===== src/rtl/view_ctrl.sv =====
`default_nettype none
// ============================================================================
// Module   : view_ctrl
// Purpose  : Turns the pointer sprite position and the zoom / unzoom buttons
//            into Mandelbrot view parameters (complex centre, per-pixel step,
//            zoom depth). It also requests a new frame from the renderer
//            through a start/busy handshake.
//
// Ports    : CLK          system clock
//            RESET        synchronous, active-high reset
//            zoom_btn     raw asynchronous zoom-in button
//            unzoom_btn   raw asynchronous zoom-out button
//            sprite_x/y   pointer top-left corner in pixels
//            render_busy  renderer is drawing a frame
//            render_start one-cycle frame request
//            center_re/im signed Q4.28 view centre
//            step         signed Q4.28 complex distance per pixel
//            zoom_level   current zoom depth, 0..MAX_ZOOM
//
// Revision : 1.0 - initial release
// ============================================================================
module view_ctrl #(
    parameter int COORD_W         = 32,
    parameter int FRAC            = 28,
    parameter int H_RES           = 800,
    parameter int V_RES           = 600,
    parameter int SPRITE          = 16,
    parameter int DEBOUNCE_CYCLES = 1000000,
    parameter int MAX_ZOOM        = 20,
    parameter logic signed [COORD_W-1:0] INIT_RE   = -134217728,
    parameter logic signed [COORD_W-1:0] INIT_IM   = 0,
    parameter logic signed [COORD_W-1:0] INIT_STEP = 1006633
) (
    input  logic                      CLK,
    input  logic                      RESET,
    input  logic                      zoom_btn,
    input  logic                      unzoom_btn,
    input  logic [25:0]               sprite_x,
    input  logic [25:0]               sprite_y,
    input  logic                      render_busy,
    output logic                      render_start,
    output logic signed [COORD_W-1:0] center_re,
    output logic signed [COORD_W-1:0] center_im,
    output logic signed [COORD_W-1:0] step,
    output logic [4:0]                zoom_level
);

    // ------------------------------------------------------------------
    // Constants
    // ------------------------------------------------------------------
    localparam int c_DB_W = (DEBOUNCE_CYCLES > 1) ? $clog2(DEBOUNCE_CYCLES) : 1;
    localparam logic [c_DB_W-1:0] c_DB_MAX = c_DB_W'(DEBOUNCE_CYCLES - 1);
    localparam logic [4:0] c_MAX_ZOOM = 5'(MAX_ZOOM);

    // Offsets that move the sprite corner to its centre and then make the
    // result relative to the screen centre.
    localparam logic signed [COORD_W-1:0] c_DX_OFF = COORD_W'(SPRITE/2 - H_RES/2);
    localparam logic signed [COORD_W-1:0] c_DY_OFF = COORD_W'(SPRITE/2 - V_RES/2);

    localparam logic [2:0] c_IDLE  = 3'd0;
    localparam logic [2:0] c_CALC  = 3'd1;
    localparam logic [2:0] c_APPLY = 3'd2;
    localparam logic [2:0] c_SCALE = 3'd3;
    localparam logic [2:0] c_WAIT  = 3'd4;

    localparam logic c_OP_IN  = 1'b0;
    localparam logic c_OP_OUT = 1'b1;

    // The fixed-point format must leave at least one integer bit.
    if (FRAC >= COORD_W || FRAC < 1) begin : g_frac_invalid
        $error("view_ctrl: FRAC must lie in 1..COORD_W-1");
    end

    // ------------------------------------------------------------------
    // Button conditioning: bit 0 = zoom, bit 1 = unzoom
    // ------------------------------------------------------------------
    logic [1:0] w_raw;
    logic [1:0] w_rise;

    assign w_raw = {unzoom_btn, zoom_btn};

    for (genvar gi = 0; gi < 2; gi++) begin : g_btn
        logic              r_s1;
        logic              r_s2;
        logic              r_db;
        logic              r_db_d;
        logic [c_DB_W-1:0] r_cnt;

        // The counter measures how long the synchronised level has
        // disagreed with the accepted level; any agreement restarts it.
        always_ff @(posedge CLK) begin
            if (RESET) begin
                r_s1   <= 1'b0;
                r_s2   <= 1'b0;
                r_db   <= 1'b0;
                r_db_d <= 1'b0;
                r_cnt  <= '0;
            end else begin
                r_s1   <= w_raw[gi];
                r_s2   <= r_s1;
                r_db_d <= r_db;
                if (r_s2 == r_db) begin
                    r_cnt <= '0;
                end else if (r_cnt == c_DB_MAX) begin
                    r_db  <= r_s2;
                    r_cnt <= '0;
                end else begin
                    r_cnt <= r_cnt + c_DB_W'(1);
                end
            end
        end

        // Only presses generate events; releases are silent.
        assign w_rise[gi] = r_db & ~r_db_d;
    end

    // ------------------------------------------------------------------
    // State and datapath registers
    // ------------------------------------------------------------------
    logic [2:0]                r_state;
    logic [2:0]                w_next;
    logic                      r_op;
    logic signed [COORD_W-1:0] r_center_re;
    logic signed [COORD_W-1:0] r_center_im;
    logic signed [COORD_W-1:0] r_step;
    logic signed [COORD_W-1:0] r_mul_x;
    logic signed [COORD_W-1:0] r_mul_y;
    logic [4:0]                r_zoom_level;
    logic                      r_render_start;

    logic                      w_go_in;
    logic                      w_go_out;
    logic signed [COORD_W-1:0] w_dx;
    logic signed [COORD_W-1:0] w_dy;
    logic signed [COORD_W-1:0] w_mul_x;
    logic signed [COORD_W-1:0] w_mul_y;

    // Zoom-in has priority; a simultaneous unzoom is simply discarded.
    assign w_go_in  = (r_state == c_IDLE) && w_rise[0] && (r_zoom_level < c_MAX_ZOOM);
    assign w_go_out = (r_state == c_IDLE) && !w_go_in && w_rise[1] &&
                      (r_zoom_level != 5'd0);

    assign w_dx = $signed(COORD_W'(sprite_x)) + c_DX_OFF;
    assign w_dy = $signed(COORD_W'(sprite_y)) + c_DY_OFF;

    // Integer pixel offset times a Q4.28 step is already Q4.28; only the
    // low COORD_W bits are kept, matching the wrap-around centre update.
    assign w_mul_x = w_dx * r_step;
    assign w_mul_y = w_dy * r_step;

    always_ff @(posedge CLK) begin
        if (RESET) begin
            r_state <= c_WAIT;
        end else begin
            r_state <= w_next;
        end
    end

    always_comb begin
        w_next = r_state;
        case (r_state)
            c_IDLE:  if (w_go_in || w_go_out) w_next = c_CALC;
            c_CALC:  w_next = c_APPLY;
            c_APPLY: w_next = c_SCALE;
            c_SCALE: w_next = c_WAIT;
            c_WAIT:  if (!render_busy) w_next = c_IDLE;
            default: w_next = c_IDLE;
        endcase
    end

    always_ff @(posedge CLK) begin
        if (RESET) begin
            r_op           <= c_OP_IN;
            r_center_re    <= INIT_RE;
            r_center_im    <= INIT_IM;
            r_step         <= INIT_STEP;
            r_mul_x        <= '0;
            r_mul_y        <= '0;
            r_zoom_level   <= 5'd0;
            r_render_start <= 1'b0;
        end else begin
            r_render_start <= 1'b0;
            case (r_state)
                c_IDLE: begin
                    if (w_go_in) begin
                        r_op <= c_OP_IN;
                    end else if (w_go_out) begin
                        r_op <= c_OP_OUT;
                    end
                end
                c_CALC: begin
                    r_mul_x <= w_mul_x;
                    r_mul_y <= w_mul_y;
                end
                c_APPLY: begin
                    // Screen y grows downward, imaginary axis grows upward.
                    r_center_re <= r_center_re + r_mul_x;
                    r_center_im <= r_center_im - r_mul_y;
                end
                c_SCALE: begin
                    if (r_op == c_OP_IN) begin
                        r_step       <= r_step >>> 1;
                        r_zoom_level <= r_zoom_level + 5'd1;
                    end else begin
                        r_step       <= r_step <<< 1;
                        r_zoom_level <= r_zoom_level - 5'd1;
                    end
                end
                c_WAIT: begin
                    if (!render_busy) begin
                        r_render_start <= 1'b1;
                    end
                end
                default: ;
            endcase
        end
    end

    assign render_start = r_render_start;
    assign center_re    = r_center_re;
    assign center_im    = r_center_im;
    assign step         = r_step;
    assign zoom_level   = r_zoom_level;

endmodule
`default_nettype wire


===== config.mk =====
export PLATFORM = sky130hd
export DESIGN_NAME = view_ctrl
export DESIGN_NICKNAME = d
export VERILOG_FILES = /design/src/rtl/view_ctrl.sv
export SDC_FILE = /design/constraint.sdc
export NUM_CORES = 2
export LEC_CHECK = 0
export ABC_AREA = 1
export BUFFER_PORTS_ARGS = -buffer_cell sky130_fd_sc_hd__buf_2
export CAP_MARGIN = 0
export CORE_UTILIZATION = 60
export DETAILED_ROUTE_END_ITERATION = 7
export PLACE_DENSITY = 0.8
export SETUP_SLACK_MARGIN = 0.4
export SYNTH_ARGS = -nofsm -noshare
export SYNTH_HDL_FRONTEND = slang
export SYNTH_SLANG_ARGS = --single-unit

===== constraint.sdc =====
create_clock -name CLK -period 24 [get_ports CLK]
set_clock_uncertainty 0.1 [all_clocks]
set_input_delay 2.4 -clock CLK [delete_from_list [all_inputs] [get_ports CLK]]
set_output_delay 2.4 -clock CLK [all_outputs]
set_load 0.02 [all_outputs]

==> results.json <==
{
  "grt_max_degree": 92,
  "die_area_um2": 75200,
  "place_ws_ns": 13.28,
  "yosys.area.top_type": "fa_1",
  "route.met3.wl_mm": 13.1,
  "numCtsBuffers": 24,
  "wl_met1_mm": 47.1,
  "drc": 4,
  "cp_max_fo": 32,
  "max_stage_delay_ns": 0.54,
  "cts_setup_buffers": 0,
  "grt_setup_unrepaired": "no",
  "clk_latency_ns": 0.56,
  "dr_wl_met2_mm": 60.6,
  "report.final.hold_viol_count": 0,
  "path_delay_family": "adder cells",
  "tightest_slew_ns": 1.04,
  "violations": "DRC",
  "netlist.area_leader.share_pct": 36.9,
  "power.total_mw": 6.73,
  "routabilityCongestion": 0.989,
  "worst-path-stages": 35,
  "path_buf_inv": 10,
  "grt_use_total_pct": 34.4,
  "ys_seq_area_share_pct": 9.81,
  "clk_pin_slew_ns": 0.06,
  "port_buffers": 158,
  "ios": 159,
  "synthTopCellsByArea": "fa_1, inv_1, nand2_1, dfxtp_1, ha_1",
  "hold_path.class": "flop to flop",
  "ir_worst_vdd_v": 0.000279,
  "cts.sinks": 218,
  "dieHeight_um": 274,
  "yosys_most_used_dff": "dfxtp_1",
  "drt-initial-drc-count": 3082,
  "synth_edf_count": 0,
  "r2r_cells": 25,
  "syn_nets": 7090,
  "drt_wl_total_mm": 127,
  "finalCritPeriodShare_pct": 42.9,
  "layout-drive-gt1-share_pct": 5.82,
  "cap_violations": 0,
  "syn_inst": 5873,
  "finalWorstSetupSlack_ns": 13.71,
  "end_kind": "flop",
  "path_class": "input port to flop",
  "num-nets-final": 7097,
  "synth_area_um2": 44500,
  "power_leakage_nw": 25.7,
  "rows": 99,
  "start_kind": "input port",
  "cp_slowest_cell": "fa_1",
  "synth_cell_types": 56,
  "cts_hold_buf": 0,
  "hold_depth": 2,
  "async_flop_share_pct": 0,
  "core_area_um2": 73200,
  "cts_resized": 0,
  "die_w_um": 274,
  "dr.pass1.iters": 8,
  "status": "complete, but fails checks",
  "relSlewSlack_pct": 30.3,
  "synth_seq_cells": 218,
  "first_global_vias": 38400,
  "grt_overflow": 0,
  "crit_arrival_ns": 10.61,
  "routedWlPerCell_um": 18.5,
  "synth.most_common_cell": "inv_1",
  "grt_first_pass_wirelength_mm": 201,
  "routed.top_layer": "met5",
  "vias_per_cell": 5.58,
  "hpwl_mm": 100,
  "antenna_found_initial": 4,
  "finalSetupViolations": 0,
  "area_growth_pct": 5.00,
  "syn_avg_cell_area_um2": 7.58,
  "period_minus_slack_ns": 10.29,
  "start_util_pct": 60.8,
  "ys_top_cells_by_count": "inv_1, nand2_1, fa_1",
  "ant_nets": 0,
  "h-tree-depth": 1,
  "via_count": 38300,
  "clockBufferDepth": 3,
  "ys_warn_count": 0,
  "drv_slew": 0,
  "tns_ns": 0,
  "power_density_nw_per_um2": 144,
  "cp.required_ns": 24.32,
  "cts_tree": "yes",
  "root_buffer": "clkbuf_16",
  "fmax_ghz": 0.0971
}
logic make-up (layout without fill, tap and decap cells):
family,Yosys count,after routing,share of synthesized area (%)
buffers and inverters,1657,1681,14.1
flip-flops,218,218,9.81
AND/OR/NAND/NOR,2151,2151,19.8
AO/OA/AOI/OAI,558,558,7.28
adder cells (fa/ha/maj),1160,1160,46.4
other,0,1,0
XOR/XNOR,129,129,2.58
worst reg2reg max path: cells and delay by family (launching register included):
family	cells	cell delay [ns]
buf+inv	6	1.74
simple gates	5	1.09
compound gates	4	0.67
xor+xnor	1	0.19
flops	1	0.31
fa+ha+maj	9	4.07
metal layers:
layer  up-vias  GRT usage (%)
met4         6           15.1
met5         -              0
met3       407           7.42
met1     18600           42.8
li1      17500              -
met2      1765           57.7
report_power, final:
| part | leakage, nW | total [mW] | switching [mW] | internal, mW |
|---|---|---|---|---|
| Sequential | 1.76 | 0.372 | 0.00415 | 0.368 |
| Clock | 0.355 | 0.357 | 0.162 | 0.195 |
| Combinational | 23.6 | 6.00 | 3.70 | 2.29 |
| Total | 25.7 | 6.73 | 3.87 | 2.86 |
worst paths after layout:
check / from / end / slack [ns]
setup / recovery: sprite_y[2] / r_mul_y[30] / 13.71
hold / removal: g_btn[0].r_s1 / g_btn[0].r_s2 / 0.30
setup reg to reg: step[10] / r_mul_y[26] / 15.75
hold reg to reg: g_btn[0].r_s1 / g_btn[0].r_s2 / 0.30
layout make-up:
| cell class | instances | area (um^2) |
|---|---|---|
| sequential | 218 | 4370 |
| timing repair buffer | 206 | 1150 |
| antenna | 1 | 2.50 |
| inverter | 1432 | 5380 |
| fill | 6295 | 26500 |
| multi-input combinational | 3998 | 33900 |
| clock buffer | 32 | 661 |
| clock inverter | 11 | 83.8 |
| tap | 959 | 1200 |
layout by cell type (no fill, tap or decap), types with 10 or more instances in the layout:
| cell | synthesis | routed |
|---|---|---|
| inv_1 | 1398 | 1398 |
| buf_4 | 0 | 49 |
| o211ai_1 | 14 | 14 |
| nand2_1 | 1185 | 1185 |
| ha_1 | 341 | 341 |
| nor2_1 | 626 | 625 |
| nor3_1 | 32 | 31 |
| a221oi_1 | 21 | 21 |
| inv_2 | 17 | 18 |
| buf_2 | 4 | 157 |
| a211oi_1 | 10 | 10 |
| o221ai_1 | 21 | 21 |
| nor3b_1 | 15 | 15 |
| clkbuf_16 | 0 | 24 |
| xnor2_1 | 47 | 47 |
| o21ai_1 | 17 | 17 |
| o21ai_0 | 182 | 182 |
| xor2_1 | 81 | 81 |
| o21bai_1 | 28 | 28 |
| nor2_2 | 15 | 15 |
| nand2_2 | 22 | 22 |
| nand4_1 | 37 | 37 |
| o21a_1 | 12 | 12 |
| nor4_1 | 10 | 10 |
| a31oi_1 | 17 | 17 |
| nand3b_1 | 11 | 11 |
| clkinv_1 | 15 | 14 |
| nand3_1 | 167 | 167 |
| fa_1 | 819 | 819 |
| dfxtp_1 | 218 | 217 |
| a21oi_1 | 207 | 207 |
through the flow:
step / instances / hold slack, ns / utilization, % / cell area (um^2)
2_1_floorplan: 5873 / 0.288 / - / 44500
3_3_place_gp: 6813 / 0.294 / 62.8 / 46000
3_5_place_dp: 6813 / 0.298 / 62.8 / 46000
4_1_cts: 6856 / 0.307 / 63.8 / 46700
5_1_grt: 6856 / 0.343 / 63.8 / 46700
6_report: 6857 / 0.303 / 63.8 / 46700
flip-flops by register name (all words and copies together) (netlist names):
name,count
zoom_level,5
render_start,1
r_mul_x,32
g_btn.r_db,2
g_btn.r_s2,2
g_btn.r_s1,2
g_btn.r_cnt,40
step,32
r_mul_y,32
r_op,1
center_im,32
r_state,3
g_btn.r_db_d,2
center_re,32
(Power assumes the default switching activity.)
